## src/rtl/ntt_ctrl_pkg.sv

```systemverilog
// Shared NTT control definitions: scheduler state encoding and transform geometry helpers.
// Pure declarations; no logic, no latency.
// Used by the TF scheduler, the NTT top FSM and the address generator.
package ntt_ctrl_pkg;

  typedef enum logic [2:0] {
    IDLE  = 3'd0,
    SEED  = 3'd1,
    WAIT  = 3'd2,
    RUN   = 3'd3,
    DRAIN = 3'd4,
    DONE  = 3'd5
  } tf_sched_state_e;

  // log2 of the polynomial degree
  function automatic int f_log2n(input int degree);
    return $clog2(degree);
  endfunction

  // exponent of the tail stage radix; zero means every stage is full radix
  function automatic int f_k2(input int degree, input int k1);
    return f_log2n(degree) % k1;
  endfunction

  // full stages plus an optional tail stage
  function automatic int f_nstage(input int degree, input int k1);
    return (f_log2n(degree) / k1) + ((f_k2(degree, k1) != 0) ? 1 : 0);
  endfunction

  // butterfly groups (twiddle reads) per stage
  function automatic int f_groups(input int degree, input int k1);
    return degree >> k1;
  endfunction

endpackage

```

## src/rtl/tf_grp_cnt.sv

```systemverilog
// Group counter within one NTT stage plus the mod-8 twiddle rotation depth counter.
// Registered counts, terminal-count flag is combinational from the count register.
// Advances only when enabled; wraps to zero on an enabled terminal cycle.
module tf_grp_cnt
  import ntt_ctrl_pkg::*;
#(
  parameter int CW   = 11,
  parameter int TERM = 127
) (
  input  logic          i_clk,
  input  logic          i_rst,
  input  logic          i_clr,
  input  logic          i_en,
  output logic [CW-1:0] o_cnt,
  output logic [2:0]    o_depth,
  output logic          o_tc
);

  logic [CW-1:0] r_cnt;
  logic [2:0]    r_depth;

  assign o_tc    = (r_cnt == CW'(TERM));
  assign o_cnt   = r_cnt;
  assign o_depth = r_depth;

  // count groups; the terminal group wraps both counters for the next stage
  always_ff @(posedge i_clk) begin
    if (i_rst || i_clr) begin
      r_cnt   <= '0;
      r_depth <= '0;
    end else if (i_en) begin
      if (o_tc) begin
        r_cnt   <= '0;
        r_depth <= '0;
      end else begin
        r_cnt   <= r_cnt + CW'(1);
        r_depth <= r_depth + 3'd1;
      end
    end
  end

endmodule

```

## src/rtl/tf_sched_ctrl.sv

```systemverilog
// Twiddle-factor generator sequencer: seeds, runs and drains the TF pipe over all NTT stages.
// done at start+1+NSTAGE*(1+SEED_LAT+GROUPS)+DRAIN_LAT cycles when never stalled.
// stall freezes the RUN phase (TF_ren gated same cycle); abort returns to IDLE next cycle.
module tf_sched_ctrl
  import ntt_ctrl_pkg::*;
#(
  parameter int D_WIDTH   = 64,
  parameter int DEGREE    = 2048,
  parameter int K1        = 4,
  parameter int SEED_LAT  = 3,
  parameter int DRAIN_LAT = 4
) (
  input  logic               clk,
  input  logic               rst,
  input  logic               start,
  input  logic               abort,
  input  logic               stall,
  input  logic [D_WIDTH-1:0] modulus_in,
  output logic               busy,
  output logic               done,
  output logic               TF_ren,
  output logic               TF_wen,
  output logic               LAST_STAGE,
  output logic [2:0]         l,
  output logic [2:0]         it_depth_cnt,
  output logic [D_WIDTH-1:0] ite_sw_cnt,
  output logic [D_WIDTH-1:0] ite_sw_cnt_ite3,
  output logic [D_WIDTH-1:0] modulus
);

  localparam int LOG2N  = f_log2n(DEGREE);
  localparam int K2     = f_k2(DEGREE, K1);
  localparam int NSTAGE = f_nstage(DEGREE, K1);
  localparam int GROUPS = f_groups(DEGREE, K1);
  // group counter sized by LOG2N, always wide enough for GROUPS-1
  localparam int CW     = LOG2N;
  localparam int TW     = $clog2(SEED_LAT + DRAIN_LAT + 2);

  tf_sched_state_e    r_state;
  tf_sched_state_e    w_state_nxt;
  logic [TW-1:0]      r_tmr;
  logic [2:0]         r_l;
  logic [D_WIDTH-1:0] r_mod;
  logic               r_busy;
  logic               r_done;
  logic               r_tf_wen;
  logic               r_run;

  logic               w_abort_act;
  logic               w_accept;
  logic               w_adv;
  logic               w_tc;
  logic               w_last_l;
  logic [CW-1:0]      w_cnt;
  logic [2:0]         w_depth;

  assign w_abort_act = abort && (r_state != IDLE);
  assign w_accept    = (r_state == IDLE) && start && !abort;
  assign w_adv       = (r_state == RUN) && !stall;
  assign w_last_l    = (r_l == 3'(NSTAGE - 1));

  tf_grp_cnt #(
    .CW   (CW),
    .TERM (GROUPS - 1)
  ) u_grp_cnt (
    .i_clk   (clk),
    .i_rst   (rst),
    .i_clr   (w_abort_act || (r_state == SEED)),
    .i_en    (w_adv && !w_abort_act),
    .o_cnt   (w_cnt),
    .o_depth (w_depth),
    .o_tc    (w_tc)
  );

  // next-state decode; abort outranks every other condition
  always_comb begin
    w_state_nxt = r_state;
    if (w_abort_act) begin
      w_state_nxt = IDLE;
    end else begin
      case (r_state)
        IDLE:    if (w_accept) w_state_nxt = SEED;
        SEED:    w_state_nxt = WAIT;
        WAIT:    if (r_tmr == TW'(SEED_LAT - 1)) w_state_nxt = RUN;
        RUN:     if (w_adv && w_tc) w_state_nxt = w_last_l ? DRAIN : SEED;
        DRAIN:   if (r_tmr == TW'(DRAIN_LAT - 1)) w_state_nxt = DONE;
        DONE:    w_state_nxt = IDLE;
        default: w_state_nxt = IDLE;
      endcase
    end
  end

  // dwell timer for the fixed-length WAIT and DRAIN phases, restarted on every state change
  always_ff @(posedge clk) begin
    if (rst) begin
      r_tmr <= '0;
    end else if (w_state_nxt != r_state) begin
      r_tmr <= '0;
    end else if ((r_state == WAIT) || (r_state == DRAIN)) begin
      r_tmr <= r_tmr + TW'(1);
    end
  end

  // state, registered strobes, stage index and latched modulus
  always_ff @(posedge clk) begin
    if (rst) begin
      r_state  <= IDLE;
      r_l      <= '0;
      r_mod    <= '0;
      r_busy   <= 1'b0;
      r_done   <= 1'b0;
      r_tf_wen <= 1'b0;
      r_run    <= 1'b0;
    end else begin
      r_state  <= w_state_nxt;
      r_tf_wen <= (w_state_nxt == SEED);
      r_run    <= (w_state_nxt == RUN);
      r_done   <= (w_state_nxt == DONE);
      r_busy   <= (w_state_nxt == SEED) || (w_state_nxt == WAIT) ||
                  (w_state_nxt == RUN)  || (w_state_nxt == DRAIN);
      if (w_accept) begin
        r_mod <= modulus_in;
      end
      // l drops to 0 in DONE so the tail-stage flag ends with the drain
      if (w_abort_act || w_accept || (w_state_nxt == DONE)) begin
        r_l <= '0;
      end else if ((r_state == RUN) && (w_state_nxt == SEED)) begin
        r_l <= r_l + 3'd1;
      end
    end
  end

  // TF_ren comes from the registered RUN phase, gated by this cycle's stall
  assign TF_ren          = r_run && !stall;
  assign TF_wen          = r_tf_wen;
  assign busy            = r_busy;
  assign done            = r_done;
  assign l               = r_l;
  assign modulus         = r_mod;
  assign it_depth_cnt    = w_depth;
  assign ite_sw_cnt      = D_WIDTH'(w_cnt);
  assign ite_sw_cnt_ite3 = ite_sw_cnt >> 3;
  assign LAST_STAGE      = (K2 != 0) && w_last_l;

endmodule
```

## config.mk

```make
export PLATFORM = sky130hd
export DESIGN_NAME = tf_sched_ctrl
export DESIGN_NICKNAME = d
export VERILOG_FILES = /design/src/rtl/ntt_ctrl_pkg.sv /design/src/rtl/tf_grp_cnt.sv /design/src/rtl/tf_sched_ctrl.sv
export SDC_FILE = /design/constraint.sdc
export NUM_CORES = 1
export LEC_CHECK = 0
export CORE_MARGIN = 2
export CORE_UTILIZATION = 39
export CTS_BUF_LIST = sky130_fd_sc_hd__clkbuf_2 sky130_fd_sc_hd__clkbuf_4 sky130_fd_sc_hd__clkbuf_8
export CTS_CLUSTER_SIZE = 20
export DETAILED_ROUTE_END_ITERATION = 12
export GPL_TIMING_DRIVEN = 0
export HOLD_SLACK_MARGIN = 0.02
export MAX_ROUTING_LAYER = met4
export PLACE_DENSITY = 0.83
export SYNTH_ARGS = -nofsm -noshare
export SYNTH_HDL_FRONTEND = slang
export SYNTH_SLANG_ARGS = --single-unit
```

## constraint.sdc

```tcl
create_clock -name clk -period 1.99 [get_ports clk]
set_input_delay 0.199 -clock clk [delete_from_list [all_inputs] [get_ports clk]]
set_output_delay 0.199 -clock clk [all_outputs]
set_load 0.01 [all_outputs]
```

==> impl_metrics.csv <==
group,metric,value,unit
grt,grt_start_max_net_pins,16,
run,cap_violations,0,
layout,drive_above_1_share,0.2102,
layout,area_delta_synth_final,54.91,%
synth,synth_top_area_share,0.4017,
synth,synth.area.mux_share,0.004367,
critical_path,reg2reg_from,"r_state[1]",
synth,synth_ff_type,"dfxtp_1",
placement,place.gp.congestion,0.8514,
placement,place_area,6780,sq um
synth,synth_most_common_cell,"nand2_1",
timing,post-route-worst-setup-slack,0.03273,ns
timing,rsz0062_at_grt,"true",
grt,grt_pass1_vias,3805,
synth,synth-compound-area-share,0.1119,
die,die_area,12640,sq um
synth,synthArstFlopShare,0,
timing,slew_viol_final,0,
drt,routed_wl,12360,microns
synth,synth_area,4584,sq um
layout,final_area,7102,sq um
timing,finalSetupViolations,0,
status,status,"complete, no violations",
synth,yosysTopAreaCell,"dfxtp_1",
placement,place_ws,-0.5107,ns
die,pin_count,272,
timing,max_slew_margin,0.5263,
drt,routed.top_layer,"met4",
timing,hold_viol,0,
critical_path,path_class,"flip-flop to flip-flop",
power_and_ir_drop,irDropWorstVdd,0.0005856,V
die,die_y,112.4,microns
clock_network,cts-root-buf,"clkbuf_8",
drt,ant_nets,0,
grt,overflow,0,
clock_network,cts_buffers,9,
synth,seq_area_frac_synth,0.4017,
grt,grt.total_usage,0.1896,
synth,synth-adder-area-share,0.01856,
critical_path,cp-start-kind,"flip-flop",
clock_network,cts.clk_slew.worst_paths,0.09,ns
layout,diodes,0,
drt,drt-initial-drc-count,276,
power_and_ir_drop,p_per_area,575.3,nW/um^2
timing,fmax,0.5109,GHz
synth,synth-seq-cells,92,
drt,wire_per_inst,12.25,microns
drt,drc,0,
drt,drt_first_pass_iters,5,
layout,finalNetCount,936,
placement,dp_hpwl,9400,microns
worst_hold_path,min_path_type,"input port to flip-flop",
layout,final_util,0.6193,
drt,vias,4328,
die,core_area,11470,sq um
synth,synth-edff-count,0,
critical_path,cp_max_fo,10,
critical_path,rrSetupSlack,0.03,ns
power_and_ir_drop,power.leakage,3.125,nW
synth,yosys_warnings,0,
timing,fin_crit,1.957,ns
critical_path,crit_arrival,2.23,ns
synth,synth_commonest_cells,"nand2_1, buf_4, dfxtp_1",
grt,antenna_found_initial,0,
timing,min_period_over_period,0.9836,
critical_path,cp.required,2.26,ns
placement,port_buffers,161,
die,die_w,112.4,microns
drt,dr_wl_met3,895,microns
critical_path,critPathLaunch,"r_state[1]",
grt,grt_pass1_wl,18580,microns
synth,synth.area.top_cells,"dfxtp_1, buf_4, nand2_1",
clock_network,htree_levels,3,
synth,postSynthAreaPerCell,7.945,sq um
worst_hold_path,min-delay-start,"modulus_in[60]",
drt,met1_length,4940,microns
timing,tightestPinTransition,0.7105,ns
synth,ys_types,44,
synth,synth_top_family_by_area,"buffers and inverters",
timing,finClkSkew,0.008395,ns
synth,synth_cells,577,
clock_network,cts_sinks,92,
die,rows,39,
critical_path,critPathCaptureType,"flip-flop",
clock_network,cts_tree,"done",
synth,post_synth_and_or_nand_nor_area_fraction,0.2126,
drt,vias_per_cell,4.289,
die,start_util,0.3998,
clock_network,worstSkewPairLatency,0.37,ns
clock_network,clockBufferDepth,2,
synth,synth-xor-area-share,0.02675,
drt,wl_met2,6254,microns
flip-flops by register name (all words and copies together) (netlist names), 3 cells and up:
name / cells
l: 3
modulus: 64
r_state: 3
r_tmr: 4
u_grp_cnt.o_cnt: 11
u_grp_cnt.o_depth: 3
final timing paths:
check,endpoint,cells after the start
max,busy,6
min reg2reg,modulus[22],2
max reg2reg,busy,6
min,modulus[60],3
critical path, cell delays in order (launching register included):
cell and delay (ns):
dfxtp_1 0.33, clkbuf_2 0.19, or2_1 0.29, maj3_1 0.45
inv_2 0.14, nand2_2 0.13, a211oi_4 0.33
layer usage:
layer  global-route usage  up-vias
met5                    -        -
met4              0.08699        0
met3              0.04698       18
met2               0.3197      175
met1               0.2120     1908
li1                     -     2227
power breakdown:
part | switching (mW) | internal [mW] | total (mW)
Sequential | 0.0324 | 1.90 | 1.94
Clock | 0.679 | 0.670 | 1.35
Combinational | 0.368 | 0.433 | 0.801
cell type report:
cell class,instances,area [sq um]
multi-input cells,442,2180
clock buffers,12,158.9
inverters,7,26.28
plain buffers,144,1002
repair buffers,165,1648
fillers,1030,4365
clock inverters,4,55.05
well taps,143,178.9
flip-flops and latches,92,1853
per-stage QoR:
step | hold slack, ns | setup TNS, ns | instances | power (mW)
floorplan | 0.3350 | 0 | 685 | 2.438
global placement | 0.4412 | -6.070 | 989 | 2.755
detailed placement | 0.4457 | -7.434 | 989 | 2.762
CTS | 0.3380 | -0.01271 | 1008 | 4.124
global route | 0.3512 | -0.1816 | 1009 | 4.285
finish | 0.3573 | 0 | 1009 | 4.086
kinds of logic after synthesis:
kind of cell | after synthesis
buffers and inverters | 151
muxes | 2
adders and majority gates | 7
AOI/OAI and AO/OA | 93
xor gates and xnor gates | 14
other | 1
and+or+nand+nor | 217
DFF | 92
timing repair:
item                                    in CTS  in global routing
buffers inserted                             3                  1
pin swaps                                    6                  5
endpoints found under the setup margin      70                 49
gates resized for setup                     13                 17
gates cloned                                 0                  0
hold buffers                                 0                  0
endpoints found under the hold margin        0                  0
cell usage in the layout (no fill, tap or decap), drive strengths merged, types with 2 or more instances in the layout:
cell type        n
nor4             3
nand3b           3
conb           109
xnor2            7
a31oi            3
nand2b           2
or2              3
dfxtp           92
a211oi           3
mux2i            2
nor3            12
o21ai            5
nand4            3
nand3           14
ha               6
nor2            26
clkbuf          25
and3             5
xor2             7
buf            135
nor3b            2
clkdlybuf4s50  160
nand2          137
a21oi           75
inv              8
Power figures use the tool's default switching activity.
